`src/rtl/button_conditioner.sv`:
```
`default_nettype none
// ============================================================================
//  Module      : button_conditioner
//  Description : Front-end conditioner for six raw push-buttons (up, down,
//                left, right, mode, set). Each button is synchronised,
//                debounced and converted into registered single-cycle press
//                pulses. Up and down additionally auto-repeat while held.
//
//  Ports       : i_clk        - clock
//                i_rstn       - asynchronous active-low reset
//                i_*_raw      - raw asynchronous buttons, 1 = pressed
//                o_up..o_set  - registered single-cycle press pulses
//                o_held[5:0]  - debounced levels {set,mode,right,left,down,up}
//
//  Revision    : 1.0 - initial release
// ============================================================================
module button_conditioner #(
    parameter int SYNC_STAGES     = 2,
    parameter int DEBOUNCE_CYCLES = 500000,
    parameter int REPEAT_DELAY    = 25000000,
    parameter int REPEAT_PERIOD   = 5000000
) (
    input  logic       i_clk,
    input  logic       i_rstn,
    input  logic       i_up_raw,
    input  logic       i_down_raw,
    input  logic       i_left_raw,
    input  logic       i_right_raw,
    input  logic       i_mode_raw,
    input  logic       i_set_raw,
    output logic       o_up,
    output logic       o_down,
    output logic       o_left,
    output logic       o_right,
    output logic       o_mode,
    output logic       o_set,
    output logic [5:0] o_held
);

    // ------------------------------------------------------------------------
    // Derived constants
    // ------------------------------------------------------------------------
    localparam int C_NUM_CH = 6;

    // Debounce counter only has to reach DEBOUNCE_CYCLES-1.
    localparam int C_CNT_W  = (DEBOUNCE_CYCLES > 1) ? $clog2(DEBOUNCE_CYCLES) : 1;

    // Hold counter is shared between the delay and period phases, so it is
    // sized for the larger of the two terminal values.
    localparam int C_RMAX   = (REPEAT_DELAY > REPEAT_PERIOD) ? REPEAT_DELAY : REPEAT_PERIOD;
    localparam int C_HCNT_W = (C_RMAX > 1) ? $clog2(C_RMAX) : 1;

    localparam logic [C_CNT_W-1:0]  C_CNT_MAX = C_CNT_W'(DEBOUNCE_CYCLES - 1);
    localparam logic [C_HCNT_W-1:0] C_DLY_MAX = C_HCNT_W'(REPEAT_DELAY - 1);
    localparam logic [C_HCNT_W-1:0] C_PER_MAX = C_HCNT_W'(REPEAT_PERIOD - 1);

    // Auto-repeat states
    typedef enum logic [1:0] {
        S_IDLE   = 2'd0,
        S_DELAY  = 2'd1,
        S_REPEAT = 2'd2
    } rep_state_t;

    // ------------------------------------------------------------------------
    // Channel bundling: index 0 = up ... index 5 = set
    // ------------------------------------------------------------------------
    logic [C_NUM_CH-1:0] w_raw;
    logic [C_NUM_CH-1:0] w_pulse;
    logic [C_NUM_CH-1:0] w_held;

    assign w_raw = {i_set_raw, i_mode_raw, i_right_raw, i_left_raw, i_down_raw, i_up_raw};

    // ------------------------------------------------------------------------
    // Per-channel conditioning
    // ------------------------------------------------------------------------
    for (genvar ch = 0; ch < C_NUM_CH; ch++) begin : g_ch

        logic [SYNC_STAGES-1:0] r_sync;
        logic                   w_sync;
        logic                   r_db;
        logic [C_CNT_W-1:0]     r_cnt;
        logic                   w_accept;
        logic                   w_rise;
        logic                   w_rep;
        logic                   r_pulse;

        // --------------------------------------------------------------------
        // Synchroniser chain; bit 0 samples the raw pin
        // --------------------------------------------------------------------
        always_ff @(posedge i_clk or negedge i_rstn) begin
            if (!i_rstn) begin
                r_sync <= '0;
            end else begin
                r_sync <= {r_sync[SYNC_STAGES-2:0], w_raw[ch]};
            end
        end

        assign w_sync = r_sync[SYNC_STAGES-1];

        // --------------------------------------------------------------------
        // Debouncer: a level change is accepted only after the synchronised
        // input has disagreed with the accepted level on DEBOUNCE_CYCLES
        // consecutive edges. Any agreement restarts the count, so the counter
        // stops at its terminal value and never wraps.
        // --------------------------------------------------------------------
        always_ff @(posedge i_clk or negedge i_rstn) begin
            if (!i_rstn) begin
                r_db  <= 1'b0;
                r_cnt <= '0;
            end else if (w_sync == r_db) begin
                r_cnt <= '0;
            end else if (r_cnt == C_CNT_MAX) begin
                r_db  <= w_sync;
                r_cnt <= '0;
            end else begin
                r_cnt <= r_cnt + 1'b1;
            end
        end

        // Level change being accepted on this edge
        assign w_accept = (w_sync != r_db) && (r_cnt == C_CNT_MAX);
        // Press: accepted 0->1. The pulse flop is loaded on the same edge as
        // r_db so the pulse and o_held rise together.
        assign w_rise   = w_accept && w_sync;

        // --------------------------------------------------------------------
        // Auto-repeat (up and down only)
        // --------------------------------------------------------------------
        if (ch < 2) begin : g_repeat

            rep_state_t            r_state;
            rep_state_t            w_state_nxt;
            logic [C_HCNT_W-1:0]   r_hcnt;
            logic [C_HCNT_W-1:0]   w_hcnt_nxt;
            logic                  w_fire;
            logic                  w_fall;

            // Release: accepted 1->0
            assign w_fall = w_accept && !w_sync;

            always_ff @(posedge i_clk or negedge i_rstn) begin
                if (!i_rstn) begin
                    r_state <= S_IDLE;
                    r_hcnt  <= '0;
                end else begin
                    r_state <= w_state_nxt;
                    r_hcnt  <= w_hcnt_nxt;
                end
            end

            always_comb begin
                w_state_nxt = r_state;
                w_hcnt_nxt  = r_hcnt;
                w_fire      = 1'b0;

                case (r_state)
                    S_IDLE: begin
                        if (w_rise) begin
                            w_state_nxt = S_DELAY;
                            w_hcnt_nxt  = '0;
                        end
                    end

                    S_DELAY: begin
                        if (r_hcnt == C_DLY_MAX) begin
                            w_fire      = 1'b1;
                            w_hcnt_nxt  = '0;
                            w_state_nxt = S_REPEAT;
                        end else begin
                            w_hcnt_nxt  = r_hcnt + 1'b1;
                        end
                    end

                    S_REPEAT: begin
                        if (r_hcnt == C_PER_MAX) begin
                            w_fire      = 1'b1;
                            w_hcnt_nxt  = '0;
                        end else begin
                            w_hcnt_nxt  = r_hcnt + 1'b1;
                        end
                    end

                    default: begin
                        w_state_nxt = S_IDLE;
                        w_hcnt_nxt  = '0;
                    end
                endcase

                // A release overrides everything, including a repeat pulse
                // that happens to fall due on the same edge.
                if (w_fall) begin
                    w_state_nxt = S_IDLE;
                    w_hcnt_nxt  = '0;
                    w_fire      = 1'b0;
                end
            end

            assign w_rep = w_fire;

        end else begin : g_no_repeat

            assign w_rep = 1'b0;

        end

        // --------------------------------------------------------------------
        // Output pulse register: press and repeat never coincide because a
        // press is only accepted while the repeat FSM is idle.
        // --------------------------------------------------------------------
        always_ff @(posedge i_clk or negedge i_rstn) begin
            if (!i_rstn) begin
                r_pulse <= 1'b0;
            end else begin
                r_pulse <= w_rise | w_rep;
            end
        end

        assign w_pulse[ch] = r_pulse;
        assign w_held[ch]  = r_db;

    end

    // ------------------------------------------------------------------------
    // Outputs (all directly from flops)
    // ------------------------------------------------------------------------
    assign o_up    = w_pulse[0];
    assign o_down  = w_pulse[1];
    assign o_left  = w_pulse[2];
    assign o_right = w_pulse[3];
    assign o_mode  = w_pulse[4];
    assign o_set   = w_pulse[5];
    assign o_held  = w_held;

endmodule

`default_nettype wire

```
`config.mk`:
```
export PLATFORM = sky130hd
export DESIGN_NAME = button_conditioner
export DESIGN_NICKNAME = d
export VERILOG_FILES = /design/src/rtl/button_conditioner.sv
export SDC_FILE = /design/constraint.sdc
export NUM_CORES = 1
export LEC_CHECK = 0
export ABC_AREA = 0
export CAP_MARGIN = 15
export CORE_MARGIN = 4
export CORE_UTILIZATION = 42
export CTS_BUF_LIST = sky130_fd_sc_hd__clkbuf_16
export DETAILED_ROUTE_END_ITERATION = 10
export GPL_TIMING_DRIVEN = 0
export SLEW_MARGIN = 30
export SYNTH_ARGS = -nofsm -noshare
export SYNTH_HDL_FRONTEND = slang
export SYNTH_SLANG_ARGS = --single-unit
```
`constraint.sdc`:
```
create_clock -name i_clk -period 5.4 [get_ports i_clk]
set_input_delay 1.35 -clock i_clk [delete_from_list [all_inputs] [get_ports i_clk]]
set_output_delay 1.35 -clock i_clk [all_outputs]
set_load 0.01 [all_outputs]
```
Word-level counts from Yosys, hierarchy flattened
Cells that the tools add are included.
{"block": "word_totals", "input_bits": 8, "regBits": 192}
{"block": "op_classes", "bitwise_logic": 8, "eq_ne": 32, "muxes": 38, "reduce_logical": 26, "add_sub_neg": 8}
{"cell": "19-bit 2-to-1 mux", "n": 12}
{"cell": "25-bit 2-to-1 mux", "n": 8}
{"cell": "25-bit case mux with 3 select lines", "n": 2}
{"cell": "19-bit by 1-bit adder with 19-bit output (second input constant)", "n": 6}
{"cell": "19-bit == test (second input constant)", "n": 6}
{"cell": "25-bit by 1-bit adder with 25-bit output (second input constant)", "n": 2}
{"cell": "25-bit by 23-bit == test with 1-bit output (second input constant)", "n": 2}
{"cell": "25-bit == test (second input constant)", "n": 2}
{"cell": "1-bit logical AND", "n": 14}
{"cell": "2-bit 2-to-1 mux", "n": 6}
{"cell": "3-bit != test (second input constant)", "n": 4}
{"cell": "2-bit case mux with 3 select lines", "n": 2}
{"cell": "2-bit AND reduction", "n": 6}
{"cell": "1-bit == test", "n": 6}
{"cell": "1-bit 2-to-1 mux", "n": 6}
{"cell": "1-bit != test", "n": 6}
{"cell": "1-bit NOT", "n": 6}
{"cell": "3-bit AND reduction", "n": 2}
{"cell": "2-bit by 1-bit == test with 1-bit output (second input constant)", "n": 2}
{"cell": "2-bit == test (second input constant)", "n": 2}
{"cell": "2-bit zero test", "n": 2}
{"cell": "2-bit != test (second input constant)", "n": 2}
{"cell": "1-bit case mux with 2 select lines", "n": 2}
{"cell": "1-bit zero test", "n": 2}
{"cell": "1-bit bitwise OR", "n": 2}

Logic depth before layout (Yosys ltp)
Gate-level depths: netlist of the first run.
{"block": "logic_depth", "depth_word": 6, "mapped_depth": 9, "mapped_depth_nobuf": 7}

Least setup slack after synthesis of the first run
OpenSTA, ideal clock, no wires.
{"block": "synth_path", "kind": "register to register", "from": "reg g_ch[1].r_cnt[0]", "to": "reg g_ch[1].g_repeat.r_hcnt[4]", "required_ns": 5.274, "setup_ns": 0.126, "setup_slack_ns": 3.043, "t_arrival_ns": 2.231, "stages_incl_launch_ff": 9, "path_buffers": 1, "cell_sequence": "dfrtp_1 -> ha_1 -> nand4_2 -> or4b_4 -> nor4b_4 -> a211o_1 -> buf_2 -> nor2_1 -> a221o_1"}
{"block": "synth_between", "elab_chain_len": 4, "elab_cells_between_ends": 6, "cone_classes": "eq/ne: 2; mux: 1; reduce/logical: 3"}
{"element": "start: declaration", "line_no": "81", "rtl": "logic [C_CNT_W-1:0] r_cnt;"}
{"element": "start signal: assignment", "line_no": "116", "rtl": "r_cnt <= r_cnt + 1'b1;"}
{"element": "19-bit == test *", "line_no": "121", "rtl": "assign w_accept = (w_sync != r_db) && (r_cnt == C_CNT_MAX);"}
{"element": "1-bit logical AND *", "line_no": "121"}
{"element": "1-bit logical AND (on tied branches)", "line_no": "124, 139"}
{"element": "3-bit != test (no line) or 25-bit 2-to-1 mux (tied branches)"}
{"element": "end signal: assignment", "line_no": "147", "rtl": "r_hcnt <= w_hcnt_nxt;"}
{"element": "end: declaration", "line_no": "133", "rtl": "logic [C_HCNT_W-1:0] r_hcnt;"}
Mark *: on every way between the ends. The rest lies on a longest branch, timed or not.
A chain may end at the register's enable or synchronous reset.

Worst setup path after layout of the first run
{"block": "layout_path", "from": "reg g_ch[0].r_db", "to": "out o_held[0]"}
{"element": "start: declaration", "line_no": "80", "rtl": "logic r_db;"}
{"element": "start signal: assignment", "line_no": "113", "rtl": "r_db <= w_sync;"}
{"element": "end: declaration", "line_no": "37", "rtl": "output logic [5:0] o_held"}
No word-level cell between the ends.

==> results of run 1 <==
==> sequential cells by signal, summed over array words and instances, names as in the netlist, 4 cells and up <==
register               flops
g_ch.g_repeat.r_hcnt      50
g_ch.r_db                  6
g_ch.r_sync               12
g_ch.g_repeat.r_state      4
g_ch.r_cnt               114
==> logic make-up (layout without fill, tap and decap cells) <==
family / after synthesis / after routing / share of synthesized area
simple gates: 518 / 518 / 0.273
flops: 192 / 192 / 0.501
xor+xnor: 118 / 118 / 0.108
compound gates: 84 / 84 / 0.0640
buf+inv: 53 / 106 / 0.0259
fa+ha+maj: 17 / 17 / 0.0222
mux: 6 / 6 / 0.00704
==> worst register-to-register path: stages (launching register included) <==
cell,delay [ns]
dfrtp_1,0.43
nor4b_1,0.32
nand4_1,0.31
o31ai_2,0.56
o211ai_2,0.23
clkbuf_1,0.31
or4_1,0.46
nand3_1,0.09
==> per-layer routing <==
metal  GRT usage  wire length, um  share of wire  vias to the layer above
met1       0.202             8930           0.51                     3286
met4      0.0442              194          0.011                        0
met3      0.0256              336          0.019                       14
met2       0.234             8140           0.46                       74
li1            -                -              -                     3512
met5           0                0              0                        -
==> Yosys cell counts, types with 10 or more instances <==
cell        n  area share
a22o_1     10      0.0091
and3_1     23       0.015
and4_1     13       0.012
clkbuf_1   13      0.0051
dfrtp_1   192        0.50
ha_1       17       0.022
inv_1      22      0.0086
nand2_1    93       0.036
nand3_1    74       0.039
nand4_1    30       0.020
nor2_1    168       0.066
nor3_1     26       0.014
nor4_1     15      0.0098
o21ai_0    20       0.010
or3_1      14      0.0091
xnor2_1    62       0.057
xor2_1     56       0.051
==> final timing paths <==
path,end,from,slack [ns],cells past startpoint
max reg2reg,g_ch[0].g_repeat.r_hcnt[24]$_DFFE_PN0P_,g_ch[0].r_cnt[12]$_DFF_PN0_,2.62,7
min reg2reg,g_ch[0].r_sync[1]$_DFF_PN0_,g_ch[0].r_sync[0]$_DFF_PN0_,0.35,0
max in group asynchronous,g_ch[0].r_cnt[12]$_DFF_PN0_,i_rstn,3.48,3
min,g_ch[0].r_sync[1]$_DFF_PN0_,g_ch[0].r_sync[0]$_DFF_PN0_,0.35,0
min in group asynchronous,g_ch[5].r_cnt[4]$_DFF_PN0_,i_rstn,0.89,1
max,o_held[0],g_ch[0].r_db$_DFFE_PN0N_,2.54,2
==> stage by stage <==
stage / power [mW] / setup TNS (ns) / cell area [um^2]
after CTS: 2.84 / 0 / 10800
after global placement: 1.57 / -1023.45 / 10100
after floorplan: 1.52 / 0 / 9600
final: 2.80 / 0 / 10800
after detailed placement: 1.58 / 0 / 10200
after global routing: 2.92 / 0 / 10800
==> area by class of cell <==
class / instances / area [um^2]
Buffer: 31 / 166
Clock buffer: 17 / 425
Clock inverter: 15 / 160
Fill cell: 2103 / 11800
Inverter: 22 / 82.6
Multi-Input combinational cell: 743 / 4550
Sequential cell: 192 / 4800
Tap cell: 285 / 357
Timing Repair Buffer: 21 / 250
==> report_power, final <==
part | leakage (nW) | switching, mW | internal [mW]
Sequential | 2.64 | 0.0143 | 1.45
Clock | 0.273 | 0.563 | 0.688
Combinational | 1.57 | 0.0530 | 0.0240
==> out/results.tsv, run 1 <==
stage	metric	value	unit
worst_setup_path	endpoint class of the critical path	output pin	
routing	Post-DRT Antenna Nets	0	
synth	flops & latches, synth	192	
sta	clock skew	0.0131	ns
clock_tree	CTS tree	done	
floorplanning	CORE AREA	0.0226	mm^2
sta	Max Fclk	0.349	GHz
placement	Port Buf Inserts	19	
sta	setup ws final	2.54	ns
synth	syn avg cell area	9.72	um^2
worst_setup_path	crit path kind	reg2out	
sta	RSZ-0062 raised after global routing	no	
grt	total gr overflow	0	
worst_setup_path	Worst Path Arrival	1.51	ns
sta	Worst Max-Slew Pin Slew	0.908	ns
routing	Wirelength per Cell	13.3	um
routing	# DRC	0	
job	Maximum Capacitance Violations	0	
floorplanning	Die Ht	159	um
routing	vias	6886	
min_path	Min-Delay Path Class	reg2reg	
sta	relative slew slack	0.390	
clock_tree	clock-pin slew on the worst setup and hold paths	0.07	ns
grt	GRT Resource Usage Total	0.145	
layout	Non-Filler Instances	1326	
layout	Area growth, synth to finish	12.4	%
clock_tree	setup bufs post-CTS	0	
floorplanning	Ports	20	
grt	number of global-route vias before repair	6796	
sta	Final period util	0.530	
worst_setup_path	crit path buf inv count	2	
power	Leak	4.48	nW
worst_setup_path	Worst path max stage delay	0.53	ns
synth	sequential fraction of the synthesis area	0.501	
layout	most common cell after layout, fill and taps aside	dfrtp_1	
sta	Period minus WS final	2.86	ns
clock_tree	CTS Buffer Depth	2	
synth	Synth cell types	58	
clock_tree	CTS Sinks	192	
worst_setup_path	Critical Path Start Type	flop	
clock_tree	Post-CTS Hold Buffers	0	
layout	diode count	0	
routing	Via density	5.19	
routing	DRT Pass-1 Iters	4	
clock_tree	cts repair resizes	0	
routing	final wirelength	17.6	mm
synth	ys flop type	dfrtp_1	
clock_tree	H-tree Lvls	4	
worst_setup_path	worst path required time	4.05	ns
grt	largest net degree at the start of global routing	79	
worst_setup_path	CP max stage cell	clkdlybuf4s50_1	
placement	Placement Setup Slack	2.61	ns
power	Max VDD drop	167	uV
worst_setup_path	CP Max Fanout	6	
routing	First DRT Iteration DRCs	410	
sta	Hold WS	0.351	ns
worst_setup_path	crit-path leading delay family	buffers and inverters	
placement	post-DP HPWL	12.1	mm
sta	Final Setup Violations	0	
synth	Yosys Warn Count	0	
sta	endpoints failing hold	0	
clock_tree	Root Buffer	clkbuf_16	
grt	first-pass GRT wire length	31.8	mm
floorplanning	overall die area	0.0253	mm^2
layout	Final #Nets	1053	
floorplanning	die width	159	um
synth	asr flop ratio synth	1.00	
synth	area of the mapped netlist	0.00960	mm^2
synth	synthesized instance count	988	
placement	routability congestion estimate	0.800	
synth	syn_nets	1013	
clock_tree	total CTS buffers	17	
outcome	status	complete, no violations	
floorplanning	Site Rows	55	
clock_tree	worst skew pair latency	0.43	ns
synth	EDFF count, synth	0	
layout	Util after Layout	0.478	
placement	placed cell count	1294	
grt	initial antenna violation count	0	
power	pwr dens	259	mW/mm^2
layout	most frequent cells in the layout	192 x dfrtp_1, 168 x nor2_1, 93 x nand2_1	
layout	layout cells sized above 1	0.0711	
floorplanning	Starting Density	0.425	
worst_setup_path	CP Cell Sequence	buf_4 -> clkdlybuf4s50_1	
sta	Pins Over Slew Limit	0	
Note: power is estimated with default switching activity, not from simulation.
==> run 2, diff against run 1 <==
==> constraint.sdc (replaced) <==
create_clock -name i_clk -period 2.7 [get_ports i_clk]
set_input_delay 0.675 -clock i_clk [delete_from_list [all_inputs] [get_ports i_clk]]
set_output_delay 0.675 -clock i_clk [all_outputs]
set_load 0.01 [all_outputs]
==> out/results.tsv, run 2 (same netlist as run 1, synthesis figures left out) <==
stage	metric	value	unit	change
routing	Post-DRT Antenna Nets	0		unchanged
power	Max VDD drop	338	uV	was 167 uV
grt	largest net degree at the start of global routing	79		unchanged
floorplanning	Die Ht	159	um	unchanged
worst_setup_path	Worst Path Arrival	2.88	ns	was 1.51 ns
worst_setup_path	CP Cell Sequence	ha_1 -> and4_1 -> nand2_1 -> o31ai_4 -> o211ai_2 -> clkbuf_2 -> or4_1 -> nand3_1		was buf_4 -> clkdlybuf4s50_1
layout	top flop regs	g_ch.r_cnt (114), g_ch.g_repeat.r_hcnt (50), g_ch.r_sync (12)		unchanged
routing	Wirelength per Cell	13.3	um	about the same
routing	# DRC	0		unchanged
layout	Top reg by flops	g_ch.r_cnt		unchanged
sta	Final period util	0.934		
sta	setup ws final	0.179	ns	was 2.54 ns
grt	number of global-route vias before repair	6812		was 6796
layout	layout cells sized above 1	0.0824		was 0.0711
routing	final wirelength	17.7	mm	was 17.6 mm
sta	endpoints failing hold	0		unchanged
grt	initial antenna violation count	0		unchanged
sta	Period minus WS final	2.52	ns	
routing	Via density	5.17		was 5.19
floorplanning	die width	159	um	unchanged
worst_setup_path	CP max stage cell	or4_1		was clkdlybuf4s50_1
worst_setup_path	endpoint class of the critical path	flop		was output pin
sta	RSZ-0062 raised after global routing	no		unchanged
clock_tree	CTS Buffer Depth	2		unchanged
worst_setup_path	Critical Path Start Type	flop		unchanged
layout	most frequent cells in the layout	192 x dfrtp_1, 167 x nor2_1, 93 x nand2_1		was 192 x dfrtp_1, 168 x nor2_1, 93 x nand2_1
worst_setup_path	crit path kind	reg2reg		was reg2out
outcome	status	complete, no violations		unchanged
power	Leak	4.51	nW	was 4.48 nW
clock_tree	CTS Sinks	192		unchanged
floorplanning	Starting Density	0.425		unchanged
clock_tree	worst skew pair latency	0.43	ns	about the same
grt	total gr overflow	0		unchanged
sta	Worst Max-Slew Pin Slew	0.917	ns	was 0.908 ns
layout	Final #Nets	1056		was 1053
routing	vias	6877		was 6886
sta	Pins Over Slew Limit	0		unchanged
clock_tree	total CTS buffers	17		unchanged
grt	GRT Resource Usage Total	0.145		about the same
layout	diode count	0		unchanged
worst_setup_path	CP Max Fanout	10		was 6
clock_tree	Post-CTS Hold Buffers	0		unchanged
placement	post-DP HPWL	12.1	mm	unchanged
routing	DRT Pass-1 Iters	4		unchanged
job	Maximum Capacitance Violations	0		unchanged
floorplanning	Ports	20		unchanged
floorplanning	CORE AREA	0.0226	mm^2	unchanged
clock_tree	clock-pin slew on the worst setup and hold paths	0.07	ns	about the same
floorplanning	overall die area	0.0253	mm^2	unchanged
min_path	Min-Delay Path Class	in2async		was reg2reg
clock_tree	Root Buffer	clkbuf_16		unchanged
grt	first-pass GRT wire length	31.9	mm	was 31.8 mm
layout	max reg flops	114		unchanged
layout	Area growth, synth to finish	13.3	%	was 12.4%
placement	Port Buf Inserts	19		unchanged
sta	Max Fclk	0.397	GHz	
floorplanning	Site Rows	55		unchanged
clock_tree	H-tree Lvls	4		unchanged
clock_tree	CTS tree	done		unchanged
worst_setup_path	Worst path max stage delay	0.42	ns	was 0.53 ns
sta	clock skew	0.0116	ns	was 0.0131 ns
sta	relative slew slack	0.384		was 0.390
placement	routability congestion estimate	0.800		unchanged
sta	Final Setup Violations	0		unchanged
power	total power draw	5.59	mW	was 2.80 mW
placement	Placement Setup Slack	-0.0926	ns	was 2.61 ns
power	pwr dens	514	mW/mm^2	was 259 mW/mm^2
routing	First DRT Iteration DRCs	373		was 410
layout	most common cell after layout, fill and taps aside	dfrtp_1		unchanged
worst_setup_path	worst path required time	3.06	ns	was 4.05 ns
==> run 2: cell count changes in the layout (fill, tap and decap cells not counted), moves of 2 or more <==
| cell | change |
|---|---|
| buf_4 | +3 |
| clkbuf_1 | -3 |
| clkbuf_2 | +3 |
| o31ai_2 | -2 |
| o31ai_4 | +2 |
==> run 2: routing by layer <==
metal / share of wire / track usage / up-vias / wire (um)
li1: - / - / 3521 / -
met1: 0.50 / 0.201 / 3281 / 8920
met2: 0.46 / 0.235 / 62 / 8170
met3: 0.023 / 0.0256 / 13 / 399
met4: 0.0099 / 0.0446 / 0 / 174
met5: 0 / 0 / - / 0
==> run 2: worst max-delay path: cells and delay by family, from the launching register on <==
| kind | cells | cell delay [ns] |
|---|---|---|
| AO/OA/AOI/OAI | 2 | 0.61 |
| AND/OR/NAND/NOR | 4 | 0.95 |
| adder cells (fa/ha/maj) | 1 | 0.24 |
| buffers and inverters | 1 | 0.25 |
| flip-flops | 1 | 0.39 |
==> run 2: final timing paths <==
path / cells after the start / start / slack (ns) / end
worst max-delay path: 8 / g_ch[0].r_cnt[0]$_DFF_PN0_ / 0.18 / g_ch[0].g_repeat.r_hcnt[24]$_DFFE_PN0P_
worst min-delay path: 1 / i_rstn / 0.22 / g_ch[5].r_cnt[4]$_DFF_PN0_
worst max register to register: 8 / g_ch[0].r_cnt[0]$_DFF_PN0_ / 0.18 / g_ch[0].g_repeat.r_hcnt[24]$_DFFE_PN0P_
worst min register to register: 0 / g_ch[0].r_sync[0]$_DFF_PN0_ / 0.35 / g_ch[0].r_sync[1]$_DFF_PN0_
max in group asynchronous: 3 / i_rstn / 1.46 / g_ch[0].r_cnt[12]$_DFF_PN0_
min in group i_clk: 0 / g_ch[0].r_sync[0]$_DFF_PN0_ / 0.35 / g_ch[0].r_sync[1]$_DFF_PN0_
==> run 2: cell type report <==
class | instances | area [um^2]
buffer | 30 | 170
fill | 2094 | 11700
multi-input combinational | 743 | 4600
tap | 285 | 357
sequential | 192 | 4800
clock inverter | 15 | 160
clock buffer | 17 | 425
inverter | 22 | 82.6
timing repair buffer | 25 | 280
==> run 2: power breakdown <==
part | leakage (nW) | internal, mW | switching, mW
combinational | 1.60 | 0.0494 | 0.106
clock | 0.273 | 1.38 | 1.13
sequential | 2.64 | 2.91 | 0.0299
total | 4.51 | 4.33 | 1.26
==> run 2: through the flow <==
step | TNS (ns) | hold slack [ns] | cells | utilization | cell area (um^2)
floorplan | 0 | 0.331 | 988 | - | 9600
global placement | -1413.19 | 0.334 | 1292 | 0.450 | 10100
detailed placement | -0.180 | 0.337 | 1294 | 0.452 | 10200
CTS | 0 | 0.235 | 1326 | 0.479 | 10800
global route | 0 | 0.254 | 1329 | 0.482 | 10900
finish | 0 | 0.216 | 1329 | 0.482 | 10900
==> run 2: what timing repair did <==
action | 4_1_cts | 5_1_grt
resized for setup | 2 | 13
pin swaps | 0 | 7
setup buffers | 0 | 4
setup endpoints to repair | 10 | 65
cloned | 0 | 0
